`config.mk`:
```
export PLATFORM = sky130hd
export DESIGN_NAME = uart_tx_arbiter
export DESIGN_NICKNAME = d
export VERILOG_FILES = /design/src/rtl/uart_ctrl_pkg.sv /design/src/rtl/rr_arbiter.sv /design/src/rtl/uart_tx_arbiter.sv
export SDC_FILE = /design/constraint.sdc
export NUM_CORES = 1
export LEC_CHECK = 0
export ABC_AREA = 1
export CAP_MARGIN = 5
export CORE_UTILIZATION = 51
export CTS_CLUSTER_SIZE = 10
export DETAILED_ROUTE_END_ITERATION = 10
export GPL_ROUTABILITY_DRIVEN = 0
export HOLD_SLACK_MARGIN = 0.05
export PLACE_DENSITY = 0.92
export SLEW_MARGIN = 20
export SYNTH_ARGS = -nofsm -noshare
export SYNTH_HDL_FRONTEND = slang
export SYNTH_HIERARCHICAL = 1
export SYNTH_SLANG_ARGS = --single-unit
```
`constraint.sdc`:
```
create_clock -name clock -period 4.6 [get_ports clock]
set_clock_uncertainty 0.2 [all_clocks]
set_input_delay 0.69 -clock clock [delete_from_list [all_inputs] [get_ports clock]]
set_output_delay 0.69 -clock clock [all_outputs]
set_load 0.01 [all_outputs]
```
`src/rtl/uart_ctrl_pkg.sv`:
```
// Shared types and helpers for the UART control slice: arbiter FSM states,
// default byte width and an index-width helper.
package uart_ctrl_pkg;

  localparam int unsigned DEF_DATA_W = 8;

  typedef enum logic [1:0] {
    IDLE,
    SEND,
    WAIT_DONE,
    GAP
  } arb_state_e;

  // Bits needed to hold 0..n-1, never less than one bit.
  function automatic int unsigned idx_w(input int unsigned n);
    return (n > 1) ? $clog2(n) : 1;
  endfunction

endpackage

```
`src/rtl/rr_arbiter.sv`:
```
// Combinational round-robin pick: first set request at or after ptr,
// wrapping from NUM_REQ-1 back to 0.
module rr_arbiter
  import uart_ctrl_pkg::*;
#(
  parameter int unsigned NUM_REQ = 4,
  localparam int unsigned IW = idx_w(NUM_REQ)
) (
  input  logic [NUM_REQ-1:0] req,
  input  logic [IW-1:0]      ptr,
  output logic [NUM_REQ-1:0] grant_c,
  output logic [IW-1:0]      idx_c,
  output logic               any_c
);

  function automatic logic [IW-1:0] wrap_add(input logic [IW-1:0] p, input int unsigned k);
    int unsigned s;
    s = 32'(p) + k;
    if (s >= NUM_REQ) s = s - NUM_REQ;
    return IW'(s);
  endfunction

  logic          found;
  logic [IW-1:0] cand;

  always_comb begin
    grant_c = '0;
    idx_c   = '0;
    found   = 1'b0;
    cand    = '0;
    any_c   = |req;
    for (int unsigned k = 0; k < NUM_REQ; k++) begin
      cand = wrap_add(ptr, k);
      if (!found && req[cand]) begin
        found          = 1'b1;
        idx_c          = cand;
        grant_c[cand]  = 1'b1;
      end
    end
  end

endmodule

```
`src/rtl/uart_tx_arbiter.sv`:
```
// Round-robin scheduler sharing one UART transmitter among NUM_REQ byte sources.
// Optional send-to-done watchdog enabled by defining UART_ARB_TIMEOUT_EN.
module uart_tx_arbiter
  import uart_ctrl_pkg::*;
#(
  parameter int unsigned NUM_REQ    = 4,
  parameter int unsigned DATA_W     = DEF_DATA_W,
  parameter int unsigned GAP_CYCLES = 2
`ifdef UART_ARB_TIMEOUT_EN
  , parameter int unsigned TIMEOUT_CYCLES = 65535
`endif
) (
  input  logic                        clock,
  input  logic                        reset,
  input  logic [NUM_REQ-1:0]          req_valid,
  input  logic [NUM_REQ*DATA_W-1:0]   req_data,
  output logic [NUM_REQ-1:0]          req_ready,
  output logic [idx_w(NUM_REQ)-1:0]   grant_id,
  output logic                        busy,
  output logic                        uart_send,
  output logic [DATA_W-1:0]           uart_data,
  input  logic                        uart_tx_active,
  input  logic                        uart_tx_done,
  output logic                        timeout_err
);

  localparam int unsigned IW = idx_w(NUM_REQ);
  localparam int unsigned GW = idx_w(GAP_CYCLES);

  arb_state_e          state_q, state_d;
  logic [IW-1:0]       ptr_q, ptr_d;
  logic [IW-1:0]       grant_d;
  logic [DATA_W-1:0]   data_d;
  logic                busy_d;
  logic                send_d;
  logic [NUM_REQ-1:0]  ready_d;
  logic [GW-1:0]       gap_q, gap_d;

  logic [NUM_REQ-1:0]  win_onehot;
  logic [IW-1:0]       win_idx;
  logic                any_req;
  logic [DATA_W-1:0]   data_sel;

  rr_arbiter #(.NUM_REQ(NUM_REQ)) u_rr (
    .req     (req_valid),
    .ptr     (ptr_q),
    .grant_c (win_onehot),
    .idx_c   (win_idx),
    .any_c   (any_req)
  );

  // Byte of the current round-robin winner.
  always_comb begin
    data_sel = '0;
    for (int unsigned i = 0; i < NUM_REQ; i++) begin
      if (win_idx == IW'(i)) data_sel = req_data[i*DATA_W +: DATA_W];
    end
  end

`ifdef UART_ARB_TIMEOUT_EN
  localparam int unsigned TW = idx_w(TIMEOUT_CYCLES);
  logic [TW-1:0] tmo_q, tmo_d;
  logic          terr_d;
`endif

  always_comb begin
    state_d = state_q;
    ptr_d   = ptr_q;
    grant_d = grant_id;
    data_d  = uart_data;
    busy_d  = busy;
    send_d  = uart_send;
    ready_d = '0;
    gap_d   = gap_q;
`ifdef UART_ARB_TIMEOUT_EN
    tmo_d   = tmo_q;
    terr_d  = 1'b0;
`endif

    unique case (state_q)
      IDLE: begin
        if (any_req) begin
          state_d = SEND;
          ptr_d   = (win_idx == IW'(NUM_REQ - 1)) ? '0 : win_idx + IW'(1);
          grant_d = win_idx;
          data_d  = data_sel;
          busy_d  = 1'b1;
          send_d  = 1'b1;
          ready_d = win_onehot;
`ifdef UART_ARB_TIMEOUT_EN
          tmo_d   = '0;
`endif
        end
      end
      SEND: begin
        // A frame can complete before active is ever observed.
        if (uart_tx_done) begin
          state_d = GAP;
          send_d  = 1'b0;
          gap_d   = GW'(GAP_CYCLES - 1);
        end else if (uart_tx_active) begin
          state_d = WAIT_DONE;
          send_d  = 1'b0;
        end
      end
      WAIT_DONE: begin
        if (uart_tx_done) begin
          state_d = GAP;
          gap_d   = GW'(GAP_CYCLES - 1);
        end
      end
      GAP: begin
        if (gap_q == '0) begin
          state_d = IDLE;
          busy_d  = 1'b0;
        end else begin
          gap_d = gap_q - GW'(1);
        end
      end
    endcase

`ifdef UART_ARB_TIMEOUT_EN
    // Abort a frame whose done never arrives; the pointer has already moved on.
    if ((state_q == SEND || state_q == WAIT_DONE) && !uart_tx_done) begin
      if (tmo_q == TW'(TIMEOUT_CYCLES - 1)) begin
        state_d = GAP;
        send_d  = 1'b0;
        gap_d   = GW'(GAP_CYCLES - 1);
        terr_d  = 1'b1;
      end else begin
        tmo_d = tmo_q + TW'(1);
      end
    end
`endif
  end

  always_ff @(posedge clock) begin
    if (reset) begin
      state_q   <= IDLE;
      ptr_q     <= '0;
      grant_id  <= '0;
      uart_data <= '0;
      busy      <= 1'b0;
      uart_send <= 1'b0;
      req_ready <= '0;
      gap_q     <= '0;
    end else begin
      state_q   <= state_d;
      ptr_q     <= ptr_d;
      grant_id  <= grant_d;
      uart_data <= data_d;
      busy      <= busy_d;
      uart_send <= send_d;
      req_ready <= ready_d;
      gap_q     <= gap_d;
    end
  end

`ifdef UART_ARB_TIMEOUT_EN
  always_ff @(posedge clock) begin
    if (reset) begin
      tmo_q       <= '0;
      timeout_err <= 1'b0;
    end else begin
      tmo_q       <= tmo_d;
      timeout_err <= terr_d;
    end
  end
`else
  assign timeout_err = 1'b0;
`endif

endmodule

```
# Word-level counts from Yosys, hierarchy flattened
# Index checks and enable logic that the tools add are counted.
# W data, S select, Z words.
dict set report totals {
  inputBits 40
  wordCells 119
  register_bits 21
  out_inout_bits 17
}
dict set report op_classes {
  n_reduce_logical 23
  add_sub_neg 9
  bitwise 5
  n_lt_le_gt_ge 12
  mux 51
  eq_ne 11
}
# operator count
set ops {}
lappend ops {{$mux W8} 4}
lappend ops {{$mux W2} 14}
lappend ops {{$mux W1} 17}
lappend ops {{$mux W4} 4}
lappend ops {{$lt A2 B3 Y1 const B} 4}
lappend ops {{$or A4 B4 Y4} 3}
lappend ops {{$ge A3 B3 Y1 const B} 3}
lappend ops {{$bmux W1 S2} 4}
lappend ops {{$demux W1 S2} 4}
lappend ops {{$eq A2 B2 Y1 const B} 4}
lappend ops {{$ge A2 B1 Y1 const B} 4}
lappend ops {{$pmux W2 S4} 1}
lappend ops {{$sub A2 B1 Y2 const B} 4}
lappend ops {{$logic_and A1 B1 Y1} 7}
lappend ops {{$add A2 B2 Y3 const B} 2}
lappend ops {{$ne A2 B2 Y1 const B} 3}
lappend ops {{$pmux W1 S2} 3}
lappend ops {{$reduce_and A3 Y1} 2}
lappend ops {{$reduce_bool A2 Y1} 3}
lappend ops {{$eq A2 B1 Y1 const B} 2}
lappend ops {{$logic_not A2 Y1} 2}
lappend ops {{$reduce_and A2 Y1} 2}
lappend ops {{$reduce_and A4 Y1} 1}
lappend ops {{$reduce_or A4 Y1} 1}
lappend ops {{other kinds (10)} 13}

# Depth between registers and ports, before layout
# Gate-level depths: netlist (run 1).
dict set report depth {
  ltp_word 19
  mapped_depth 20
}

# Hierarchy
# Netlist (run 1), hierarchy kept.
# module seq_area_each_um2 n_inst cells_per_inst area_per_inst_um2
set modules_own_cells {}
lappend modules_own_cells {uart_tx_arbiter 420.4 1 184 1326.3}
lappend modules_own_cells {rr_arbiter 0.0 1 83 534.3}

# Worst setup path before layout (run 1)
# Ideal clock, no wire load.
dict set report synth_path {
  kind {reg-to-reg}
  startpoint {reg ptr_q[1]}
  endpoint {reg uart_data[0]}
  setup_ps 123
  arrival_ps 2405
  slack_ps 1871
  t_required_ps 4277
  path_stages_with_launch 19
  path_cell_list {dfxtp_1 > bufinv_8 > ha_1 > inv_1 > nand3_1 > nand2_1 > nand3_1 > nor2_1 > nor2_1 > nor2_1 > inv_1 > ha_1 > buf_4 > nand3_2 > nand2_1 > nand2_1 > nand2_1 > nand2_1 > a21oi_2}
}
dict set report synth_between {
  elab_chain_cells 19
  word_cells_on_any_way 44
}
# item line
set synth_rtl {}
lappend synth_rtl {{start, declared} uart_tx_arbiter.sv:31} ;# logic [IW-1:0] ptr_q, ptr_d;
lappend synth_rtl {{start signal, assigned} uart_tx_arbiter.sv:149} ;# ptr_q <= ptr_d;
lappend synth_rtl {{branches (longest 13 deep; another with $add A2 B1 Y3)} n/a}
lappend synth_rtl {{$mux W2 *} rr_arbiter.sv:34} ;# if (!found && req[cand]) begin
lappend synth_rtl {{via win_idx[0]} uart_tx_arbiter.sv:40} ;# logic [IW-1:0] win_idx;
lappend synth_rtl {{$logic_not A2 Y1} uart_tx_arbiter.sv:56} ;# if (win_idx == IW'(i)) data_sel = req_data[i*DATA_W +: DATA_W];
lappend synth_rtl {{$mux W8 (3 in series)} uart_tx_arbiter.sv:56}
lappend synth_rtl {{$mux W8 *} uart_tx_arbiter.sv:56}
lappend synth_rtl {{end signal, assigned} uart_tx_arbiter.sv:151} ;# uart_data <= data_d;
lappend synth_rtl {{end, declared} uart_tx_arbiter.sv:21} ;# output logic [DATA_W-1:0] uart_data,
# Mark *: on every way through the listed nets, which the timed path passes. The select of a mux whose other input is x is not followed.
# A chain may end at the register's enable or synchronous reset.

# Worst setup path after layout (run 1)
dict set report layout_path {
  startpoint {reg ptr_q[0]}
  endpoint {reg uart_data[5]}
}
# Same word-level chain as after synthesis.

==> results by group, run 1 <==
Run status
  – Status: finished clean

Floorplanning
  – Starting density of the core: between 50% and 60%
  – FP Rows: 21
  – Num ports: 57
  – Die Y: around 62 µm
  – Die Width: 62.4 µm
  – DIE AREA: 3890 µm²
  – Core Area: around 3400 µm²

Yosys
  – Synthesized area: roughly 1900 µm²
  – Synth Area in XOR/XNOR: 0%
  – Post-synthesis adder-cell area fraction: a little under a tenth
  – Synth Area in Compound Gates: about 14%
  – Cells after synthesis: ~270
  – Largest family of logic cells by synthesized area: simple AND/OR/NAND/NOR gates
  – Unique cell type count in the Yosys netlist: 33
  – Syn Nets: between 300 and 400
  – Post-synthesis mux area share: 0%
  – Ys Warns: 6
  – Post-Synth Simple-Gate Area: 43.2%
  – Sequential fraction of the synthesis area: a little under a quarter
  – Number of synthesized register bits: 21
  – Synth area leaders: dfxtp_1 23%, nand2_1 14%, ha_1 9.4%
  – Syn Area/Cell: 6.97 µm²
  – Top cell type's share of synthesized area: 22.6%
  – Yosys top cell by area: dfxtp_1

Power
  – Leakage: between 1 and 1.5 nW
  – Total chip power: roughly 1.6 mW
  – Peak supply drop: approximately 450 µV
  – PwrDens: ~660 nW/µm²

Finish
  – Layout Area Growth over Synthesis: 31.1%
  – Most common cell after layout, fill and taps aside: nand2_1
  – Fillcell total: roughly 290
  – Diodes inserted: 0
  – Nets: 373
  – Register area: 420 µm²
  – Most frequent cells in the layout: 69 x nand2_1, 55 x clkdlybuf4s50_1, 29 x nor2_1
  – Final Instance Area: approximately 2400 µm²
  – Area of the multi-input gates: 1240 µm²
  – Layout cells sized above 1: approximately 16%

Critical path
  – Worst path cell trace: inv_8 -> ha_1 -> inv_1 -> nand3_1 -> nand2_1 -> nand3_1 -> nor2_1 -> nor2_1 -> nor2_1 -> inv_1 -> ha_1 -> nand3_2 -> nand2_1 -> nand2_1 -> nand2_1 -> nand2_1 -> a21oi_1
  – Worst setup EP type: register
  – CP Class: reg2reg
  – Crit-path max cell delay: 0.73 ns
  – Crit path arrival time: approximately 3.3 ns
  – CP max stage cell: dfxtp_1
  – CP dominant cell by count: nand2_1
  – Critical Path Fanout Max: 12
  – CP required: between 4 and 5 ns
  – CP Launch Type: register

Drt
  – Post-route antenna net violation count: 0
  – Iter 0 DRT Violations: 83
  – DR pass1 iterations: 4
  – Vias/cell: about 5.2
  – Post-route DRC: 0
  – Vias: 1901
  – Wire length per cell: between 10 and 15 µm
  – WL final: 4370 µm

STA
  – Actual slew at the worst max-slew pin: around 0.75 ns
  – Max Clk Rate: 0.300 GHz
  – Final setup fails: 0
  – Setup TNS: 0 ns
  – Slew headroom: 50.1%
  – Crit share post-route: just over 70%
  – Slew Viols, Final: 0
  – Fin. Hold Viols: 0
  – RSZ-0062 raised after global routing: no
  – Min cycle time layout: roughly 3.3 ns

Clocking
  – Num CTS Buffers: 3
  – Hold_buf cts: 0
  – TritonCTS clock tree: yes
  – H-tree depth: 1
  – Worst-skew pair later-pin latency: roughly 0.33 ns
  – Post-CTS setup buffers: 0
  – Resized cells post-CTS: 0
  – CTS Sinks: 21
  – Root Driver: clkbuf_4
  – CTS clk-pin slew, worst paths: 0.13 ns
  – Clock buffer depth: 2

Hold path
  – Kind of path behind the tightest hold check: reg2reg

Place
  – IO Port Bufs: 55
  – Post-DP HPWL: 3450 µm
  – DP Area: between 2000 and 2500 µm²

GRT
  – Vias in the first global route: 1795
  – Initial antenna violation count: 0
  – Global-route wire length before repair: about 7500 µm
  – Largest net degree at the start of global routing: 20
  – GRT Total Usage: between 20% and 30%
  – Gr ovfl total: 0

Flow run
  – Max Cap Violations: 0
[power by group]
part	switching, mW	total [mW]	internal (mW)	leakage (nW)
sequential	0.0565	0.301	0.245	0.173
clock	0.0628	0.0961	0.0333	0.0139
combinational	0.748	1.22	0.474	0.891
[metrics by stage]
stage / worst slack [ns] / cells / util (%) / hold slack, ns
final: 1.26 / 364 / 71.4 / 0.279
after global routing: 1.02 / 364 / 71.4 / 0.313
after CTS: 1.34 / 364 / 71.4 / 0.279
after detailed placement: 1.23 / 360 / 70.5 / 0.259
after global placement: 1.30 / 360 / 70.5 / 0.261
after floorplan: 1.87 / 267 / - / 0.281
[registers in the layout (all words and copies together), names as in the netlist]
| name | flops |
|---|---|
| busy | 1 |
| gap_q | 1 |
| grant_id | 2 |
| ptr_q | 2 |
| req_ready | 4 |
| state_q | 2 |
| uart_data | 8 |
| uart_send | 1 |
[cell usage after synthesis]
cell type and n:
inv_8 2, nand3b_1 1, buf_4 3, dfxtp_1 21, nor2_4 2, a211oi_2 2
bufinv_8 1, o21ai_0 2, nand3_1 27, inv_2 3, nor2_1 29, nand2_8 2
clkinv_2 1, a211oi_1 1, nor2_8 1, buf_6 2, nand2_4 3, o21ai_1 3
nand3_2 9, a21oi_1 19, a21oi_2 8, a21boi_0 4, buf_2 3, inv_1 20
nor2_2 1, conb_1 1, ha_1 14, o211ai_1 1, nand2_2 9, inv_4 1
nand2_1 69, nand3_4 1, nand4_1 1
[final timing paths]
path         cells after the start                        end                      start  slack, ns
min reg2reg                      2  uart_data[5]$_SDFFE_PP0P_  uart_data[5]$_SDFFE_PP0P_       0.28
max reg2reg                     17  uart_data[5]$_SDFFE_PP0P_      ptr_q[0]$_SDFFE_PP0P_       1.26
min                              2  uart_data[5]$_SDFFE_PP0P_  uart_data[5]$_SDFFE_PP0P_       0.28
max                             17  uart_data[5]$_SDFFE_PP0P_      ptr_q[0]$_SDFFE_PP0P_       1.26
[kinds of logic after synthesis]
group / after synthesis
AO/OA/AOI/OAI: 40
adder cells (fa/ha/maj): 14
buffers and inverters: 36
flip-flops: 21
other: 1
AND/OR/NAND/NOR: 155
[critical path, delay by kind of cell, from the launching register on]
kind,cells,cell delay [ns]
AO/OA/AOI/OAI,1,0.05
adder cells (fa/ha/maj),2,0.75
buffers and inverters,3,0.39
flip-flops,1,0.73
AND/OR/NAND/NOR,11,1.12
[cell type report]
cell class              count  area share, %
flip-flops and latches     21           17.2
inverters                  28           5.64
multi-input cells         210           50.9
clock inverters             1          0.308
clock buffers               3          0.924
repair buffers             55           22.6
well taps                  46           2.36
[layer usage]
| layer | track usage, % | part of all wire (%) | vias to the layer above |
|---|---|---|---|
| li1 | - | - | 968 |
| met1 | 29.0 | 44 | 820 |
| met2 | 40.9 | 46 | 93 |
| met3 | 5.84 | 7.0 | 20 |
| met4 | 9.59 | 3.2 | 0 |
| met5 | 0 | 0 | - |
Note: power is estimated with default switching activity, not from simulation.
==> run 2: changes to the inputs <==
- CORE_UTILIZATION: 51 -> 47
- PLACE_DENSITY: 0.92 -> 0.86
- clock period: 4.6 -> 3.2 ns (I/O delays scaled with it)
==> results by group, run 2 (synthesized netlist as in run 1, its figures left out) <==
Floorplanning
  – DIE AREA: 4210 µm² (was 3890 µm²)
  – Die Width: 64.9 µm (was 62.4 µm)
  – Starting density of the core: 50.1% (was 54.5%)
  – Die Y: 64.9 µm (was 62.4 µm)
  – Core Area: 3720 µm² (was 3420 µm²)
  – FP Rows: 22 (was 21)
  – Num ports: 57 (unchanged)

GRT
  – Largest net degree at the start of global routing: 20 (unchanged)
  – Vias in the first global route: 1734 (was 1795)
  – Initial antenna violation count: 0 (unchanged)
  – Gr ovfl total: 0 (unchanged)
  – GRT Total Usage: 22.6% (was 24.1%)
  – Global-route wire length before repair: 7460 µm (was 7530 µm)

Drt
  – Post-route DRC: 0 (unchanged)
  – Post-route antenna net violation count: 0 (unchanged)
  – Iter 0 DRT Violations: 139 (was 83)
  – Vias/cell: 5.11 (was 5.22)
  – WL final: 4340 µm (was 4370 µm)
  – DR pass1 iterations: 4 (unchanged)
  – Vias: 1885 (was 1901)
  – Wire length per cell: 11.8 µm (was 12.0 µm)

Finish
  – Most frequent cells in the layout: 69 x nand2_1, 55 x clkdlybuf4s50_1, 29 x nor2_1 (unchanged)
  – Fillcell total: 326 (was 286)
  – Layout cells sized above 1: 17.4% (was 15.7%)
  – Nets: 376 (was 373)
  – Final Instance Area: 2490 µm² (was 2440 µm²)
  – Max reg flops: 8 (unchanged)
  – Layout Area Growth over Synthesis: 33.8% (was 31.1%)
  – Top Registers: uart_data: 8 flops, req_ready: 4 flops (unchanged)
  – Diodes inserted: 0 (unchanged)
  – Most common cell after layout, fill and taps aside: nand2_1 (unchanged)
  – Reg with most FFs: uart_data (unchanged)

Clocking
  – Hold_buf cts: 0 (unchanged)
  – Resized cells post-CTS: 0 (unchanged)
  – Root Driver: clkbuf_8 (was clkbuf_4)
  – Post-CTS setup buffers: 0 (unchanged)
  – CTS Sinks: 21 (unchanged)
  – H-tree depth: 1 (unchanged)
  – Num CTS Buffers: 3 (unchanged)
  – Worst-skew pair later-pin latency: 0.27 ns (was 0.33 ns)
  – TritonCTS clock tree: yes (unchanged)
  – CTS clk-pin slew, worst paths: 0.08 ns (was 0.13 ns)
  – Clock buffer depth: 2 (unchanged)

Critical path
  – CP required: 3.16 ns (was 4.60 ns)
  – Setup crit end: uart_data[1]$_SDFFE_PP0P_ (was uart_data[5]$_SDFFE_PP0P_)
  – Crit path arrival time: 2.81 ns (was 3.34 ns)
  – CP Launch Type: register (unchanged)
  – Worst Setup SP: ptr_q[1]$_SDFFE_PP0P_ (was ptr_q[0]$_SDFFE_PP0P_)
  – Critical Path Fanout Max: 8 (was 12)
  – CP Class: reg2reg (unchanged)
  – Reg-to-reg slack, setup: 0.35 ns (was 1.26 ns)
  – R2R Path Start: ptr_q[1]$_SDFFE_PP0P_ (was ptr_q[0]$_SDFFE_PP0P_)
  – Worst setup EP type: register (unchanged)
  – R2r endpoint: uart_data[1]$_SDFFE_PP0P_ (was uart_data[5]$_SDFFE_PP0P_)
  – R2R depth: 17 (unchanged)

STA
  – Setup TNS: 0 ns (unchanged)
  – Min Hold Slack: 0.276 ns (was 0.279 ns)
  – Crit share post-route: 89.0% (was 72.6%)
  – Min cycle time layout: 2.85 ns (was 3.34 ns)
  – Slew Viols, Final: 0 (unchanged)
  – Max Clk Rate: 0.351 GHz (was 0.300 GHz)
  – Fin. Hold Viols: 0 (unchanged)
  – Final setup fails: 0 (unchanged)

Power
  – PwrDens: 960 nW/µm² (was 664 nW/µm²)
  – Peak supply drop: 454 µV (was 451 µV)
  – Leakage: 1.10 nW (was 1.08 nW)
  – Total chip power: 2.39 mW (was 1.62 mW)

Place
  – Post-DP HPWL: 3440 µm (was 3450 µm)
  – IO Port Bufs: 55 (unchanged)
  – DP Area: 2430 µm² (was 2410 µm²)

Run status
  – Status: finished clean (unchanged)

Flow run
  – Max Cap Violations: 0 (unchanged)

Hold path
  – Kind of path behind the tightest hold check: reg2reg (unchanged)
run 2: metal layers:
metal | vias up | routed length [µm] | track usage, %
li1 | 970 | - | -
met1 | 832 | 1860 | 27.4
met2 | 77 | 2170 | 40.2
met3 | 6 | 270 | 4.75
met4 | 0 | 42 | 5.28
met5 | - | 0 | 0
run 2: worst min path at each step:
stage,cells past startpoint,endpoint,startpoint
finish,2,uart_data[5]$_SDFFE_PP0P_,uart_data[5]$_SDFFE_PP0P_
global route,2,uart_send$_SDFFE_PP0P_,uart_send$_SDFFE_PP0P_
detailed placement,2,uart_data[0]$_SDFFE_PP0P_,uart_data[0]$_SDFFE_PP0P_
floorplan,2,uart_data[5]$_SDFFE_PP0P_,uart_data[5]$_SDFFE_PP0P_
CTS,2,uart_data[5]$_SDFFE_PP0P_,uart_data[5]$_SDFFE_PP0P_
global placement,2,uart_data[5]$_SDFFE_PP0P_,uart_data[5]$_SDFFE_PP0P_
run 2: per-stage QoR:
step           setup slack, ns  cells  utilization, %
2_1_floorplan            0.471    267               -
3_3_place_gp             0.187    365            65.5
3_5_place_dp             0.145    365            65.5
4_1_cts                  0.271    369            66.8
5_1_grt               -0.00542    369            67.0
6_report                 0.353    369            67.0
run 2: final cells by class:
type | instances | area, µm² | share of cell area [%]
clock buffer | 3 | 41.3 | 1.66
clock inverter | 1 | 7.51 | 0.302
inverter | 28 | 138 | 5.53
multi-input combinational | 210 | 1250 | 50.2
sequential | 21 | 420 | 16.9
tap | 48 | 60.1 | 2.41
timing repair buffer | 58 | 573 | 23.0
run 2: critical path, stage by stage (launching register included):
cell and delay (ns):
dfxtp_1 0.35, bufinv_8 0.21, ha_1 0.33, inv_1 0.14, nand3_1 0.09, nand2_1 0.12
nand3_1 0.10, nor2_1 0.12, nor2_1 0.05, nor2_1 0.18, inv_1 0.15, ha_2 0.30
nand3_2 0.09, nand2_1 0.05, nand2_1 0.06, nand2_1 0.07, nand2_1 0.08, a21oi_2 0.05
run 2: power by group:
| part | total, mW | internal (mW) | switching (mW) |
|---|---|---|---|
| logic | 1.80 | 0.710 | 1.09 |
| clock network | 0.180 | 0.0882 | 0.0923 |
| registers | 0.412 | 0.352 | 0.0596 |
